===== src/rtl/ik_mult_scheduler.sv =====
// Four-wheel inverse-kinematics sequencer that time-shares one external sign-magnitude multiplier.
// Optional multiply watchdog with timeout pulse port: define IK_MULT_SCHEDULER_TIMEOUT_EN.
module ik_mult_scheduler #(
   parameter int                 N_WIDTH      = 17,
   parameter int                 Q_WIDTH      = 8,
   parameter logic [N_WIDTH-1:0] K1_CONST     = 17'h01080,
   parameter logic [N_WIDTH-1:0] INV_R_CONST  = 17'h00047,
   parameter int                 MULT_TIMEOUT = 64
) (
   input  logic               IK_MULT_SCHEDULER_CLOCK_50,
   input  logic               IK_MULT_SCHEDULER_RESET_InHigh,
   input  logic               IK_MULT_SCHEDULER_start_InHigh,
   input  logic [N_WIDTH-1:0] IK_MULT_SCHEDULER_TARGETVX_InBus,
   input  logic [N_WIDTH-1:0] IK_MULT_SCHEDULER_TARGETVY_InBus,
   input  logic [N_WIDTH-1:0] IK_MULT_SCHEDULER_TARGETWZ_InBus,
   output logic [N_WIDTH-1:0] IK_MULT_SCHEDULER_multA_OutBus,
   output logic [N_WIDTH-1:0] IK_MULT_SCHEDULER_multB_OutBus,
   output logic               IK_MULT_SCHEDULER_multStart_OutHigh,
   input  logic [N_WIDTH-1:0] IK_MULT_SCHEDULER_multResult_InBus,
   input  logic               IK_MULT_SCHEDULER_multComplete_InHigh,
   input  logic               IK_MULT_SCHEDULER_multOverflow_InHigh,
   output logic [N_WIDTH-1:0] IK_MULT_SCHEDULER_W1_OutBus,
   output logic [N_WIDTH-1:0] IK_MULT_SCHEDULER_W2_OutBus,
   output logic [N_WIDTH-1:0] IK_MULT_SCHEDULER_W3_OutBus,
   output logic [N_WIDTH-1:0] IK_MULT_SCHEDULER_W4_OutBus,
   output logic               IK_MULT_SCHEDULER_busy_OutHigh,
   output logic               IK_MULT_SCHEDULER_done_OutHigh,
`ifdef IK_MULT_SCHEDULER_TIMEOUT_EN
   output logic               IK_MULT_SCHEDULER_timeout_OutHigh,
`endif
   output logic               IK_MULT_SCHEDULER_ovf_OutHigh
);

   localparam int M = N_WIDTH - 1;

   if (Q_WIDTH >= N_WIDTH - 1 || MULT_TIMEOUT < 2) begin : g_bad_cfg
      $error("ik_mult_scheduler: Q_WIDTH must leave integer bits and MULT_TIMEOUT must be >= 2");
   end

   typedef enum logic [2:0] {
      S_IDLE, S_K_ISSUE, S_K_WAIT, S_SUM, S_W_ISSUE, S_W_WAIT, S_DONE
   } state_t;

   logic clk, rst, cmp;
   assign clk = IK_MULT_SCHEDULER_CLOCK_50;
   assign rst = IK_MULT_SCHEDULER_RESET_InHigh;
   assign cmp = IK_MULT_SCHEDULER_multComplete_InHigh;

   state_t state_q, state_d;
   logic [1:0]                 idx_q, idx_d;
   logic [N_WIDTH-1:0]         vx_q, vx_d, vy_q, vy_d, wz_q, wz_d, p_q, p_d;
   logic [3:0][N_WIDTH-1:0]    s_q, s_d, sh_q, sh_d, w_q, w_d;
   logic                       acc_ovf_q, acc_ovf_d, ovf_q, ovf_d;
   logic                       wd_expired;

   // Returns {overflow, sign, magnitude}; -0 inputs read as +0 and zero results are always +0.
   function automatic logic [N_WIDTH:0] sm_add(input logic [N_WIDTH-1:0] a,
                                               input logic [N_WIDTH-1:0] b);
      logic [M-1:0] ma, mb, mr;
      logic [M:0]   sum;
      logic         sa, sb, sr, ov;
      ma  = a[M-1:0];
      mb  = b[M-1:0];
      sa  = a[M] & (|ma);
      sb  = b[M] & (|mb);
      ov  = 1'b0;
      sum = '0;
      if (sa == sb) begin
         sum = {1'b0, ma} + {1'b0, mb};
         ov  = sum[M];
         mr  = ov ? '1 : sum[M-1:0];
         sr  = sa;
      end else if (ma >= mb) begin
         mr = ma - mb;
         sr = sa;
      end else begin
         mr = mb - ma;
         sr = sb;
      end
      if (mr == '0) sr = 1'b0;
      return {ov, sr, mr};
   endfunction

   function automatic logic [N_WIDTH-1:0] sm_neg(input logic [N_WIDTH-1:0] x);
      return {~x[M], x[M-1:0]};
   endfunction

   // Shared partial sums: vx-vy feeds w1/w4, vx+vy feeds w2/w3.
   logic [N_WIDTH:0] add_d, add_p, add_s1, add_s2, add_s3, add_s4;
   logic             sum_ovf;
   assign add_d   = sm_add(vx_q, sm_neg(vy_q));
   assign add_p   = sm_add(vx_q, vy_q);
   assign add_s1  = sm_add(add_d[M:0], sm_neg(p_q));
   assign add_s2  = sm_add(add_p[M:0], p_q);
   assign add_s3  = sm_add(add_p[M:0], sm_neg(p_q));
   assign add_s4  = sm_add(add_d[M:0], p_q);
   assign sum_ovf = add_d[N_WIDTH] | add_p[N_WIDTH] | add_s1[N_WIDTH] |
                    add_s2[N_WIDTH] | add_s3[N_WIDTH] | add_s4[N_WIDTH];

`ifdef IK_MULT_SCHEDULER_TIMEOUT_EN
   localparam int WD_W = $clog2(MULT_TIMEOUT + 1);
   logic [WD_W-1:0] wd_q, wd_d;

   always_comb begin
      wd_d = wd_q;
      if (state_q == S_K_ISSUE || state_q == S_W_ISSUE) wd_d = '0;
      else if (state_q == S_K_WAIT || state_q == S_W_WAIT) wd_d = wd_q + WD_W'(1);
   end

   assign wd_expired = (state_q == S_K_WAIT || state_q == S_W_WAIT) && !cmp &&
                       (wd_q == WD_W'(MULT_TIMEOUT - 1));

   always_ff @(posedge clk or posedge rst) begin
      if (rst) wd_q <= '0;
      else     wd_q <= wd_d;
   end
`else
   assign wd_expired = 1'b0;
`endif

   always_ff @(posedge clk or posedge rst) begin
      if (rst) state_q <= S_IDLE;
      else     state_q <= state_d;
   end

   always_ff @(posedge clk or posedge rst) begin
      if (rst) begin
         idx_q     <= '0;
         vx_q      <= '0;
         vy_q      <= '0;
         wz_q      <= '0;
         p_q       <= '0;
         s_q       <= '0;
         sh_q      <= '0;
         w_q       <= '0;
         acc_ovf_q <= 1'b0;
         ovf_q     <= 1'b0;
      end else begin
         idx_q     <= idx_d;
         vx_q      <= vx_d;
         vy_q      <= vy_d;
         wz_q      <= wz_d;
         p_q       <= p_d;
         s_q       <= s_d;
         sh_q      <= sh_d;
         w_q       <= w_d;
         acc_ovf_q <= acc_ovf_d;
         ovf_q     <= ovf_d;
      end
   end

   always_comb begin
      state_d   = state_q;
      idx_d     = idx_q;
      vx_d      = vx_q;
      vy_d      = vy_q;
      wz_d      = wz_q;
      p_d       = p_q;
      s_d       = s_q;
      sh_d      = sh_q;
      w_d       = w_q;
      acc_ovf_d = acc_ovf_q;
      ovf_d     = ovf_q;
      case (state_q)
         S_IDLE: begin
            if (IK_MULT_SCHEDULER_start_InHigh) begin
               vx_d      = IK_MULT_SCHEDULER_TARGETVX_InBus;
               vy_d      = IK_MULT_SCHEDULER_TARGETVY_InBus;
               wz_d      = IK_MULT_SCHEDULER_TARGETWZ_InBus;
               acc_ovf_d = 1'b0;
               state_d   = S_K_ISSUE;
            end
         end
         S_K_ISSUE: state_d = S_K_WAIT;
         S_K_WAIT: begin
            if (cmp) begin
               p_d       = IK_MULT_SCHEDULER_multResult_InBus;
               acc_ovf_d = acc_ovf_q | IK_MULT_SCHEDULER_multOverflow_InHigh;
               state_d   = S_SUM;
            end else if (wd_expired) begin
               state_d = S_IDLE;
            end
         end
         S_SUM: begin
            s_d[0]    = add_s1[M:0];
            s_d[1]    = add_s2[M:0];
            s_d[2]    = add_s3[M:0];
            s_d[3]    = add_s4[M:0];
            acc_ovf_d = acc_ovf_q | sum_ovf;
            idx_d     = 2'd0;
            state_d   = S_W_ISSUE;
         end
         S_W_ISSUE: state_d = S_W_WAIT;
         S_W_WAIT: begin
            if (cmp) begin
               sh_d[idx_q] = IK_MULT_SCHEDULER_multResult_InBus;
               acc_ovf_d   = acc_ovf_q | IK_MULT_SCHEDULER_multOverflow_InHigh;
               if (idx_q == 2'd3) begin
                  // All four wheels publish together so consumers never see a mixed set.
                  w_d     = sh_d;
                  ovf_d   = acc_ovf_d;
                  state_d = S_DONE;
               end else begin
                  idx_d   = idx_q + 2'd1;
                  state_d = S_W_ISSUE;
               end
            end else if (wd_expired) begin
               state_d = S_IDLE;
            end
         end
         S_DONE:  state_d = S_IDLE;
         default: state_d = S_IDLE;
      endcase
   end

   always_comb begin
      IK_MULT_SCHEDULER_multA_OutBus      = '0;
      IK_MULT_SCHEDULER_multB_OutBus      = '0;
      IK_MULT_SCHEDULER_multStart_OutHigh = 1'b0;
      IK_MULT_SCHEDULER_busy_OutHigh      = (state_q != S_IDLE);
      IK_MULT_SCHEDULER_done_OutHigh      = (state_q == S_DONE);
      case (state_q)
         S_K_ISSUE, S_K_WAIT: begin
            IK_MULT_SCHEDULER_multA_OutBus      = wz_q;
            IK_MULT_SCHEDULER_multB_OutBus      = K1_CONST;
            IK_MULT_SCHEDULER_multStart_OutHigh = (state_q == S_K_ISSUE);
         end
         S_W_ISSUE, S_W_WAIT: begin
            IK_MULT_SCHEDULER_multA_OutBus      = s_q[idx_q];
            IK_MULT_SCHEDULER_multB_OutBus      = INV_R_CONST;
            IK_MULT_SCHEDULER_multStart_OutHigh = (state_q == S_W_ISSUE);
         end
         default: ;
      endcase
   end

`ifdef IK_MULT_SCHEDULER_TIMEOUT_EN
   assign IK_MULT_SCHEDULER_timeout_OutHigh = wd_expired;
`endif

   assign IK_MULT_SCHEDULER_W1_OutBus   = w_q[0];
   assign IK_MULT_SCHEDULER_W2_OutBus   = w_q[1];
   assign IK_MULT_SCHEDULER_W3_OutBus   = w_q[2];
   assign IK_MULT_SCHEDULER_W4_OutBus   = w_q[3];
   assign IK_MULT_SCHEDULER_ovf_OutHigh = ovf_q;

endmodule


===== config.mk =====
export PLATFORM = sky130hd
export DESIGN_NAME = ik_mult_scheduler
export DESIGN_NICKNAME = d
export VERILOG_FILES = /design/src/rtl/ik_mult_scheduler.sv
export SDC_FILE = /design/constraint.sdc
export NUM_CORES = 1
export LEC_CHECK = 0
export ABC_AREA = 1
export ABC_CLOCK_PERIOD_IN_PS = 10100
export BUFFER_PORTS_ARGS = -buffer_cell sky130_fd_sc_hd__buf_2
export CAP_MARGIN = 40
export CORE_AREA = 2 2 152 265
export CTS_CLUSTER_DIAMETER = 200
export DETAILED_ROUTE_END_ITERATION = 10
export DIE_AREA = 0 0 154 267
export PLACE_DENSITY_LB_ADDON = 0.1
export SETUP_SLACK_MARGIN = 0.4
export SYNTH_ARGS = -nofsm -noshare
export SYNTH_HDL_FRONTEND = slang
export SYNTH_SLANG_ARGS = --single-unit

===== constraint.sdc =====
create_clock -name IK_MULT_SCHEDULER_CLOCK_50 -period 10.1 [get_ports IK_MULT_SCHEDULER_CLOCK_50]
set_input_delay 1.01 -clock IK_MULT_SCHEDULER_CLOCK_50 [delete_from_list [all_inputs] [get_ports IK_MULT_SCHEDULER_CLOCK_50]]
set_output_delay 1.01 -clock IK_MULT_SCHEDULER_CLOCK_50 [all_outputs]
set_load 0.1 [all_outputs]

## Word-level counts from Yosys, hierarchy flattened

Cells that the tools add are included.
W data, S select, Z words.

- $lt $le $gt $ge: 5
- $add $sub $neg: 10
- Mux-type cells: 55
- Bitwise logic cells: 16
- Reduce and logical (&&, ||, !) cells: 26
- Eq/ne operators: 18

Operators with widths:

| kind | count |
|---|---|
| $mux W16 | 12 |
| $logic_not A16 Y1 | 6 |
| $sub A16 B16 Y16 | 6 |
| $reduce_or A16 Y1 | 5 |
| $bwmux W68 | 1 |
| $add A16 B16 Y17 | 3 |
| $ge A16 B16 Y1 | 3 |
| $bmux W17 S2 | 1 |
| $demux W17 S2 | 1 |
| $mux W17 | 2 |
| $pmux W17 S2 | 1 |
| $mux W1 | 26 |
| $pmux W13 S2 | 1 |
| $pmux W3 S6 | 1 |
| $reduce_and A3 Y1 | 4 |
| $eq A3 B3 Y1 const B | 3 |
| $mux W3 | 3 |
| $ne A2 B2 Y1 const B | 4 |
| $and A1 B1 Y1 | 7 |
| $or A1 B1 Y1 | 7 |
| $eq A1 B1 Y1 | 6 |
| $eq A3 B2 Y1 const B | 2 |
| $mux W2 | 3 |
| $reduce_and A2 Y1 | 3 |
| 15 further kinds | 19 |

- Input bits: 73
- Bits in registers: 279
- Output and inout port bits: 106
- Word-level logic and storage cells: 150

## Logic depth before layout (Yosys ltp)

- Depth after elaboration: 15
- Gate-level depth with buffers: 38
- Depth with buffers taken out: 38

## Least setup slack after synthesis

OpenSTA, ideal clock, no wires.

- Kind: flip-flop to output port
- Start point: register state_q[0]
- End point: output port IK_MULT_SCHEDULER_multA_OutBus[10]
- Buffers on the path: 1
- Required time: 9090 ps
- Stages on the path, launching flop included: 7
- Arrival time: 3910 ps
- Slack: 5180 ps
- Cells stage by stage: dfrtp_1 inv_1 nand3_1 nand2_1 inv_1 clkbuf_1 o21ai_0

- Word-level cells in the longest chain between the ends: 3
- Elaborated cells between the ends (all ways): 7

RTL lines:

| item | RTL line | RTL |
|---|---|---|
| start: declaration | 49 | `state_t state_q, state_d;` |
| start signal: assignment | 123 | `else state_q <= state_d;` |
| $eq A3 B3 Y1 (tied with other cells) | 222 | `case (state_q)` |
| $reduce_or A2 Y1 | 222 |  |
| $pmux W17 S2 * | 222 |  |
| end: declaration | 16 | `output logic [N_WIDTH-1:0] IK_MULT_SCHEDULER_multA_OutBus,` |

Every way passes the cells marked *; elsewhere a longest branch is shown, timed or not.

## Final worst setup path

- Start point: register vx_q[0]
- End point: register s_q[33] in the netlist's numbering

- Word-level cells in the longest chain between the ends: 11
- Elaborated cells between the ends (all ways): 28

RTL lines:

| item | RTL line | RTL |
|---|---|---|
| start: declaration | 51 | `logic [N_WIDTH-1:0] vx_q, vx_d, vy_q, vy_d, wz_q, wz_d, p_q, p_d;` |
| start signal: assignment | 140 | `vx_q <= vx_d;` |
| parallel branches: the longest is 10 deep, another holds $sub A16 B16 Y16 | -- |  |
| $mux W1 * | 80 | `if (mr == '0) sr = 1'b0;` |
| end signal: assignment | 133 | `s_q <= '0;` |
| end signal: assignment | 144 | `s_q <= s_d;` |
| end: declaration | 52 | `logic [3:0][N_WIDTH-1:0] s_q, s_d, sh_q, sh_d, w_q, w_d;` |

Every way passes the cells marked *.
A chain may end at the register's enable or synchronous reset.

==> flow_summary.ini <==
[critical_path]
critical_path_endpoint_category = register
path_common_cell = sky130_fd_sc_hd__nand2_1
cp_slowest_cell = sky130_fd_sc_hd__nand3_1
crit_arrival_ns = 7.26
crit_path_max_incr_delay_ns = 0.66
critical_path_class = register to register
timing.rr.start = vx_q[0]
worstSetupStartpoint = vx_q[0]
worst_setup_path_start_kind = register
cp_max_fo = 22
critPathRequiredTime_ns = 10.58

[cts]
hold_buf_cts = 0
cts_inserted_buffers = 26
postCtsResizedCells = 0
cts_root_buffer = sky130_fd_sc_hd__clkbuf_16
cts.repair_timing.setup_buffer_count = 0
tritoncts_clock_tree = yes
sink_count_of_the_clock_tree = 262
clkLatencyLatePin_ns = 0.59
worst_setup_hold_path_clk_slew_ns = 0.07
htree_num_levels = 1
clock_path_buffers = 3

[grt]
initial_antenna_violation_count = 2
global_route.usage.total_pct = 37.85
grt_first_pass_wirelength_mm = 120.0
maximum_number_of_pins_on_one_net_before_global_route_repair = 111
overflow = 0
grt_pass1_vias = 21650

[synthesis]
syn-instance-count = 3199
synthFlopType = sky130_fd_sc_hd__dfrtp_1
synth.distinct_cells = 57
yosysMostFrequentCell = sky130_fd_sc_hd__nand2_1
yosysWarnings = 0
synth_area_leaders = sky130_fd_sc_hd__dfrtp_1, sky130_fd_sc_hd__nand2_1, sky130_fd_sc_hd__ha_1
synth_top_area_share_pct = 31.03
netlist_top_cells_count = sky130_fd_sc_hd__nand2_1, sky130_fd_sc_hd__inv_1, sky130_fd_sc_hd__o21ai_0, sky130_fd_sc_hd__dfrtp_1, sky130_fd_sc_hd__nand3_1
synth_top_family_by_area = simple AND/OR/NAND/NOR gates
syn_area_sq_um = 21130
syn_avg_cell_area_sq_um = 6.604
async_reset_ff_share_pct = 100.0
synth_edf_count = 0
seq_area_frac_synth_pct = 31.03
synthMuxAreaShare_pct = 0.1954
ys_seq_elements = 262
synth_simple_gate_area_share_pct = 32.25
yosys.area_share.adder_pct = 9.617
parity_gate_share_of_the_synthesized_area_counting_xor_and_xnor_cells_pct = 2.197
synth_compound_area_share_pct = 14.29
synth_top_cell_by_area = sky130_fd_sc_hd__dfrtp_1

[sta]
max_slew_margin_pct = 37.56
achievable-frequency_mhz = 147.4
setup_total_negative_slack_ns = 0
worstMarginPinSlew_ns = 0.9365
report.final.setup_viol = 0
skew_ns = 0.01469
post-route-min-period_ns = 6.784
drv_slew = 0
post-route-period-util_pct = 67.17
rsz_0062_raised_after_global_routing = no
holdWs_ns = 0.3800
final_count_of_hold_timing_violations = 0

[die]
placement_rows = 96
fp.dieArea_sq_um = 41120
die-width_um = 154
initial_utilization_pct = 54.12
design.portCount = 179
floorplan_die_height_um = 267
core_area_sq_um = 39040

[flow_run]
cap_viol_max_count = 0

[worst_hold_path]
timing.hold.worst.class = input pin to asynchronous set/reset pin

[placement]
placement.io_buffers = 167
place_hpwl_mm = 61.77
finalWeightedCongestion = 1.068

[drt]
detail_route.drc_violations = 0
routed_via_density = 5.737
drt_pass1_iterations = 6
ant_nets = 0
drt_first_iter_violations = 1603
route.vias.total = 21680
wl_per_cell_um = 20.68
finalWirelength_mm = 78.12

[run_status]
outcome = finished clean

[finish]
drive_above_1_share_pct = 9.525
max_flop_register = s_q
area_growth_from_synthesis_to_layout_pct = 9.025
nNetsFinal = 3498
reg_top3 = s_q: 68 flops, sh_q: 51 flops
largest_register_ffs = 68
number_of_filler_instances_in_the_final_layout = 3739
[worst max-delay path, delay by kind of cell (launching register included)]
kind / cells / cell delay (ns)
AND/OR/NAND/NOR: 22 / 3.34
buffers and inverters: 5 / 1.05
adder cells (fa/ha/maj): 3 / 1.16
AO/OA/AOI/OAI: 1 / 0.49
XOR/XNOR: 1 / 0.15
flip-flops: 1 / 0.43
[worst paths after layout]
kind                                                                  to  slack (ns)  cells after the start
min in group IK_MULT_SCHEDULER_CLOCK_50  IK_MULT_SCHEDULER_W4_OutBus[15]        0.47                      2
max                                                              s_q[33]        3.32                     32
max reg2reg                                                      s_q[33]        3.32                     32
min reg2reg                              IK_MULT_SCHEDULER_W4_OutBus[15]        0.47                      2
max in group asynchronous                                       wz_q[12]        7.90                      4
min                                       IK_MULT_SCHEDULER_W4_OutBus[3]        0.38                      2
[placed cells by master, fill, tap and decap left out, types with 27 or more instances in the layout]
master and count:
sky130_fd_sc_hd__nand2_1 1061, sky130_fd_sc_hd__inv_1 358, sky130_fd_sc_hd__o21ai_0 292, sky130_fd_sc_hd__dfrtp_1 262, sky130_fd_sc_hd__nand3_1 249, sky130_fd_sc_hd__nor2_1 220
sky130_fd_sc_hd__buf_2 167, sky130_fd_sc_hd__ha_1 148, sky130_fd_sc_hd__a21oi_1 140, sky130_fd_sc_hd__xor2_1 50, sky130_fd_sc_hd__a31oi_1 50, sky130_fd_sc_hd__nand4_1 27
[per-layer routing]
| layer | part of all wire (%) | global-route usage (%) | vias up | wire length (um) |
|---|---|---|---|---|
| li1 | - | - | 10350 | - |
| met5 | 0 | 0 | - | 0 |
| met1 | 34 | 37.64 | 10090 | 26430 |
| met4 | 11 | 34.23 | 0 | 8635 |
| met2 | 50 | 67.49 | 884 | 38850 |
| met3 | 5.4 | 5.845 | 353 | 4213 |
[cell families after synthesis]
kind of cell / count (synthesis)
AO/OA/AOI/OAI: 551
XOR/XNOR: 53
adder cells (fa/ha/maj): 157
buffers and inverters: 535
flip-flops: 262
multiplexers: 4
other: 1
AND/OR/NAND/NOR: 1636
[area by class of cell]
class	instances	area (sq um)	area share (%)
diodes	2	5.005	0.02173
clock buffers	32	723.2	3.140
clock inverters	14	226.5	0.9832
inverters	381	1438	6.241
multi-input cells	2412	12440	54.01
flip-flops and latches	262	6556	28.46
well taps	490	613.1	2.662
repair buffers	185	1031	4.476
[through the flow]
| stage | cell area (sq um) | std cells | setup WS (ns) | utilization, % |
|---|---|---|---|---|
| after floorplan | 21170 | 3209 | 1.878 | - |
| after global placement | 21990 | 3726 | 3.568 | 56.33 |
| after detailed placement | 22080 | 3730 | 3.448 | 56.56 |
| after CTS | 23030 | 3776 | 3.432 | 58.99 |
| after global routing | 23030 | 3777 | 2.735 | 59.00 |
| final | 23030 | 3778 | 3.316 | 59.01 |
Power is left out: the tool's default activity adds up to more than one toggle a clock period on the data nets, which glitch-free logic cannot reach.
